`config.mk`:
```
export PLATFORM = sky130hd
export DESIGN_NAME = onewire_slot_engine
export DESIGN_NICKNAME = d
export VERILOG_FILES = /design/src/rtl/onewire_pkg.sv /design/src/rtl/onewire_crc8_bit.sv /design/src/rtl/onewire_slot_engine.sv
export SDC_FILE = /design/constraint.sdc
export NUM_CORES = 1
export LEC_CHECK = 0
export CAP_MARGIN = 20
export CORE_ASPECT_RATIO = 1.4
export CORE_MARGIN = 8
export CORE_UTILIZATION = 40
export DETAILED_ROUTE_END_ITERATION = 8
export PLACE_DENSITY_LB_ADDON = 0.3
export SYNTH_ARGS = -nofsm -noshare
export SYNTH_HDL_FRONTEND = slang
export SYNTH_SLANG_ARGS = --single-unit
```
`constraint.sdc`:
```
create_clock -name i_clk -period 6.4 [get_ports i_clk]
set_input_delay 1.28 -clock i_clk [delete_from_list [all_inputs] [get_ports i_clk]]
set_output_delay 1.28 -clock i_clk [all_outputs]
set_load 0.01 [all_outputs]
```
`src/rtl/onewire_pkg.sv`:
```
// Shared types and helpers for the 1-Wire slot engine.
// Optional CRC-8 output is enabled with ONEWIRE_SLOT_CRC8_EN.
package onewire_pkg;

  localparam logic OW_MODE_WRITE = 1'b0;
  localparam logic OW_MODE_READ  = 1'b1;

  // Dallas/Maxim CRC-8, reflected form of x^8+x^5+x^4+1
  localparam logic [7:0] OW_CRC8_POLY = 8'h8C;

  typedef enum logic [1:0] {
    OW_IDLE,
    OW_SLOT_LOW,
    OW_SLOT_REL,
    OW_FINISH
  } ow_state_e;

  function automatic int unsigned us_to_clks(
    input int unsigned us,
    input int unsigned clks_per_us
  );
    return us * clks_per_us;
  endfunction

endpackage

```
`src/rtl/onewire_crc8_bit.sv`:
```
// One-bit serial update of the Dallas/Maxim CRC-8.
// Used by the slot engine only when ONEWIRE_SLOT_CRC8_EN is defined.
module onewire_crc8_bit
  import onewire_pkg::*;
(
  input  logic [7:0] i_crc_in,
  input  logic       i_bit_in,
  output logic [7:0] o_crc_out
);

  logic w_fb;

  assign w_fb      = i_crc_in[0] ^ i_bit_in;
  assign o_crc_out = {1'b0, i_crc_in[7:1]}
                   ^ (w_fb ? OW_CRC8_POLY : 8'h00);

endmodule

```
`src/rtl/onewire_slot_engine.sv`:
```
// Burst 1-Wire slot engine: 1..DATA_W write or read slots, LSB first.
// Define ONEWIRE_SLOT_CRC8_EN to add a running CRC-8 output o_crc8.
module onewire_slot_engine
  import onewire_pkg::*;
#(
  parameter int unsigned CLKS_PER_US = 27,
  parameter int unsigned DATA_W      = 8,
  parameter int unsigned T_SLOT_US   = 70,
  parameter int unsigned T_W0_LOW_US = 60,
  parameter int unsigned T_W1_LOW_US = 6,
  parameter int unsigned T_SAMPLE_US = 15,
  localparam int unsigned NB_W       = $clog2(DATA_W + 1)
) (
  input  logic              i_clk,
  input  logic              i_rst,
  input  logic              i_start,
  input  logic              i_mode,
  input  logic [NB_W-1:0]   i_nbits,
  input  logic [DATA_W-1:0] i_wdata,
  input  logic              i_bus_in,
  output logic              o_busy,
  output logic              o_done,
  output logic [DATA_W-1:0] o_rdata,
  output logic              o_drive_low
`ifdef ONEWIRE_SLOT_CRC8_EN
  ,
  output logic [7:0]        o_crc8
`endif
);

  localparam int unsigned SLOT_CLKS =
    us_to_clks(T_SLOT_US, CLKS_PER_US);
  localparam int unsigned W0_CLKS =
    us_to_clks(T_W0_LOW_US, CLKS_PER_US);
  localparam int unsigned W1_CLKS =
    us_to_clks(T_W1_LOW_US, CLKS_PER_US);
  localparam int unsigned SAMP_CLKS =
    us_to_clks(T_SAMPLE_US, CLKS_PER_US);
  localparam int unsigned CNT_W = $clog2(SLOT_CLKS);

  localparam logic [CNT_W-1:0] SLOT_LAST = CNT_W'(SLOT_CLKS - 1);
  localparam logic [CNT_W-1:0] W0_LAST   = CNT_W'(W0_CLKS - 1);
  localparam logic [CNT_W-1:0] W1_LAST   = CNT_W'(W1_CLKS - 1);
  localparam logic [CNT_W-1:0] SAMP_AT   = CNT_W'(SAMP_CLKS - 1);
  localparam logic [NB_W-1:0]  NB_MAX    = NB_W'(DATA_W);

  ow_state_e         r_state;
  logic [CNT_W-1:0]  r_cnt;
  logic              r_mode;
  logic [NB_W-1:0]   r_left;
  logic [DATA_W-1:0] r_wsh;
  logic [DATA_W-1:0] r_mask;
  logic [DATA_W-1:0] r_rdata;
  logic              r_busy;
  logic              r_done;
  logic              r_drive;

  logic [NB_W-1:0]   w_nb;
  logic              w_long_low;
  logic              w_low_last;
  logic              w_samp;
  logic              w_slot_last;
  logic              w_accept;

  assign w_nb = (i_nbits > NB_MAX) ? NB_MAX : i_nbits;

  // Only a write-0 slot holds the bus for the long low time.
  assign w_long_low  = (r_mode == OW_MODE_WRITE) && !r_wsh[0];
  assign w_low_last  = w_long_low ? (r_cnt == W0_LAST)
                                  : (r_cnt == W1_LAST);
  assign w_samp      = (r_mode == OW_MODE_READ) && (r_cnt == SAMP_AT);
  assign w_slot_last = (r_cnt == SLOT_LAST);
  assign w_accept    = (r_state == OW_IDLE) && i_start;

  always_ff @(posedge i_clk) begin
    if (i_rst) begin
      r_state <= OW_IDLE;
      r_cnt   <= '0;
      r_mode  <= OW_MODE_WRITE;
      r_left  <= '0;
      r_wsh   <= '0;
      r_mask  <= '0;
      r_rdata <= '0;
      r_busy  <= 1'b0;
      r_done  <= 1'b0;
      r_drive <= 1'b0;
    end else begin
      r_done <= 1'b0;
      unique case (r_state)
        OW_IDLE: begin
          if (i_start) begin
            r_mode  <= i_mode;
            r_left  <= w_nb;
            r_wsh   <= i_wdata;
            r_mask  <= DATA_W'(1);
            r_rdata <= '0;
            r_cnt   <= '0;
            r_busy  <= 1'b1;
            if (w_nb == '0) begin
              r_state <= OW_FINISH;
            end else begin
              r_state <= OW_SLOT_LOW;
              r_drive <= 1'b1;
            end
          end
        end
        OW_SLOT_LOW: begin
          r_cnt <= r_cnt + CNT_W'(1);
          if (w_low_last) begin
            r_state <= OW_SLOT_REL;
            r_drive <= 1'b0;
          end
        end
        OW_SLOT_REL: begin
          if (w_samp && i_bus_in) begin
            r_rdata <= r_rdata | r_mask;
          end
          if (w_slot_last) begin
            r_cnt <= '0;
            if (r_left == NB_W'(1)) begin
              r_state <= OW_FINISH;
            end else begin
              r_left  <= r_left - NB_W'(1);
              r_wsh   <= r_wsh >> 1;
              r_mask  <= r_mask << 1;
              r_state <= OW_SLOT_LOW;
              r_drive <= 1'b1;
            end
          end else begin
            r_cnt <= r_cnt + CNT_W'(1);
          end
        end
        OW_FINISH: begin
          r_done  <= 1'b1;
          r_busy  <= 1'b0;
          r_state <= OW_IDLE;
        end
        default: begin
          r_state <= OW_IDLE;
          r_drive <= 1'b0;
        end
      endcase
    end
  end

  assign o_busy      = r_busy;
  assign o_done      = r_done;
  assign o_rdata     = r_rdata;
  assign o_drive_low = r_drive;

`ifdef ONEWIRE_SLOT_CRC8_EN
  logic [7:0] r_crc;
  logic [7:0] w_crc_nx;
  logic       w_xbit;

  // The read bit is already in r_rdata by the slot's last cycle.
  assign w_xbit = (r_mode == OW_MODE_READ) ? |(r_rdata & r_mask)
                                           : r_wsh[0];

  onewire_crc8_bit u_crc (
    .i_crc_in  (r_crc),
    .i_bit_in  (w_xbit),
    .o_crc_out (w_crc_nx)
  );

  always_ff @(posedge i_clk) begin
    if (i_rst) begin
      r_crc <= 8'h00;
    end else if (w_accept) begin
      r_crc <= 8'h00;
    end else if (r_state == OW_SLOT_REL && w_slot_last) begin
      r_crc <= w_crc_nx;
    end
  end

  assign o_crc8 = r_crc;
`else
  logic w_unused;
  assign w_unused = w_accept;
`endif

endmodule

```
==> out/qor.csv <==
stage,metric,value,unit
floorplanning,full die area,8000,sq um
global_routing,GR Util met1,13.1,%
detailed_routing,DRC,0,
timing,Worst Tran Pin Value,1070,ps
run_status,status,"complete, no violations",
setup_path,crit start category,input pin,
floorplanning,die span in x,77.9,um
setup_path,Worst EP required,6610,ps
detailed_routing,initial drt markers,124,
setup_path,worst path bufs/invs,1,
flow_run,maximum capacitance violations,0,
global_routing,pin count of the biggest net entering global routing,30,
global_routing,number of global-route vias before repair,1748,
setup_path,WS Path Type,input pin to flip-flop,
clock_tree,CTS tree,done,
cells_and_area,area grow syn2layout,19.9,%
detailed_routing,post-route ant nets,0,
power_and_ir_drop,Power Internal,533,uW
synth,synthesized flop and latch total,45,
floorplanning,# IOs,28,
synth,largest family of logic cells by synthesized area,simple AND/OR/NAND/NOR gates,
clock_tree,Clock transition at path regs,90,ps
clock_tree,Clock Sinks,45,
setup_path,largest stage delay on the critical path,700,ps
synth,simple-gate share of the synthesized area,27.4,%
hold_path,Tightest Hold Check Type,flip-flop to flip-flop,
placement,Setup Slack @ Placement,3050,ps
timing,RSZ-0062 raised after global routing,false,
global_routing,initial antenna violation count,0,
timing,clock skew,8.70,ps
timing,setup TNS,0,ps
power_and_ir_drop,sw frac,35.3,%
global_routing,gr ovfl total,0,
power_and_ir_drop,Power Dens Cells,320,nW/um^2
synth,fraction of synthesized area in multiplexers,3.97,%
placement,DP Wirelength,3.30,mm
global_routing,global-route wire length before repair,7.77,mm
global_routing,Total GRT Usage,11.9,%
synth,sequential area share after synthesis,42.0,%
power_and_ir_drop,combinational share of power,31.4,%
setup_path,WP data arrival,3200,ps
detailed_routing,WL/cell,13.3,um
timing,"Min Clock Period, post-route",3000,ps
clock_tree,number of post-CTS setup repair buffers,0,
placement,PortBufs,27,
setup_path,CP Max Fanout,25,
setup_path,"Slowest-stage cell, CP",and2_1,
synth,number of flops mapped to enable cells by yosys,0,
clock_tree,"Clk Latency, worst-skew pair",300,ps
clock_tree,CTS max path bufs,2,
synth,Compound-Gate Fraction of Synth Area,13.6,%
synth,YS warnings,0,
power_and_ir_drop,P_sw,291,uW
cells_and_area,layout cells sized above 1,9.89,%
synth,Synth async-reset ratio,0,%
floorplanning,Core Region,5160,sq um
timing,Fmax,0.333,GHz
clock_tree,CTS Hold Bufs,0,
synth,Cell variety after synth,45,
floorplanning,cell row count,31,
detailed_routing,Vias,1755,
clock_tree,post-CTS resize count,0,
power_and_ir_drop,VDD IR-drop max,173,uV
timing,setup violators final,0,
timing,"Slew Viols, Final",0,
power_and_ir_drop,clock power share,26.3,%
setup_path,"CP delay by family, top",simple AND/OR/NAND/NOR gates,
timing,Slew headroom,28.3,%
floorplanning,starting density of the core,41.6,%
power_and_ir_drop,Reg power frac,42.3,%
cells_and_area,antenna diode count,0,
timing,final worst slack,3400,ps
timing,period utilization,46.9,%
detailed_routing,via density per instance,5.18,
global_routing,GR peak layer,met2,
synth,Post-Synthesis Cells,249,
floorplanning,die height,103,um
synth,"Cell Area, Synth",2150,sq um
synth,syn_nets,275,
synth,Most used DFF post-synth,dfxtp_1,
detailed_routing,drt pass-1 iters,4,
synth,xor and xnor area share after synthesis,4.08,%
cells_and_area,nets@finish,298,
synth,Syn Area/Cell,8.62,sq um
setup_path,crit path cell chain,"clkdlybuf4s50_1, nor2b_1, nor3_1, and2_1, nand3_1, a31oi_1",
setup_path,Critical Path End Type,flip-flop,
detailed_routing,routed wire length,4.51,mm
placement,placer's final routability congestion estimate,0.778,
synth,Adder-Cell Fraction of Synth Area,5.25,%
clock_tree,CTS root buffer,clkbuf_8,
clock_tree,cts bufs inserted,5,
power_and_ir_drop,Leak Pwr,0.000854,uW
clock_tree,htree depth,2,
timing,final hold vios,0,
global_routing,met3 GRT Util,2.97,%
global_routing,M2 GR Usage,21.0,%
[worst min-delay path, delay by kind of cell (launching register included)]
family / cells / cell delay [ps]
AOI/OAI and AO/OA: 1 / 50
and+or+nand+nor: 1 / 50
DFF: 1 / 320
[kinds of logic after synthesis]
group | after synthesis
DFF | 45
muxes | 8
buffers and inverters | 20
adders and majority gates | 9
AOI/OAI and AO/OA | 46
and+or+nand+nor | 111
xor gates and xnor gates | 10
[metrics by stage]
stage	hold WS [ps]	instance area (sq um)	util [%]	total power, uW	std cells
final	463	2570	49.9	824	339
after global routing	494	2570	49.9	879	339
after CTS	461	2570	49.9	836	339
after detailed placement	448	2460	47.6	618	331
after global placement	443	2460	47.6	617	331
after floorplan	432	2150	-	553	249
[state kept, by name (all words and copies together) (netlist names)]
signal and count:
o_drive_low 1, o_busy 1, r_cnt 11, o_done 1
r_state 2, o_rdata 8, r_mask 8, r_wsh 8
r_left 4, r_mode 1
[power by group through the flow]
| stage | registers (uW) | clock network, uW | logic, uW |
|---|---|---|---|
| after global routing | 354 | 231 | 293 |
| after global placement | 354 | 0 | 263 |
| final | 349 | 217 | 259 |
| after detailed placement | 355 | 0 | 263 |
| after CTS | 349 | 223 | 264 |
| after floorplan | 349 | 0 | 204 |
[path summary, 6_finish.rpt]
kind	cells after the start	end	slack, ps	from
worst min-delay path	2	r_mask[7]	460	r_mask[7]
worst min register to register	2	r_mask[7]	460	r_mask[7]
worst max register to register	8	r_left[0]	3670	r_state[0]
worst max-delay path	6	r_left[0]	3400	i_start
[per-layer routing]
layer | share of wire (%) | wire length [um]
met1 | 45 | 2010
met2 | 49 | 2220
met3 | 4.2 | 191
met4 | 1.9 | 87
met5 | 0 | 0
[layout by cell type, fill, tap and decap left out, types with 6 or more instances in the layout]
| master | instances |
|---|---|
| ha_1 | 9 |
| dfxtp_1 | 45 |
| nand2_1 | 21 |
| nor3_1 | 6 |
| a211oi_1 | 8 |
| inv_1 | 8 |
| mux2i_1 | 7 |
| nor2_2 | 9 |
| xnor2_1 | 7 |
| a21oi_1 | 23 |
| nor2_1 | 30 |
| clkdlybuf4s50_1 | 27 |
| nand3_1 | 14 |
[area by class of cell]
| cell class | count | area [sq um] |
|---|---|---|
| inverters | 8 | 30.0 |
| multi-input cells | 184 | 1170 |
| flip-flops and latches | 45 | 901 |
| fillers | 513 | 2590 |
| well taps | 66 | 82.6 |
| clock inverters | 3 | 46.3 |
| clock buffers | 5 | 68.8 |
| repair buffers | 28 | 278 |
[Yosys cell counts, drive strengths merged, types with 7 or more instances]
master,count,area [sq um]
a21oi,23,115
ha,9,113
xnor2,7,61.3
a211oi,9,80.1
nand2,21,78.8
inv,8,30.0
nand3,15,80.1
dfxtp,45,901
nor2,39,169
clkbuf,7,26.3
mux2i,7,70.1
Note: power is estimated with default switching activity, not from simulation.
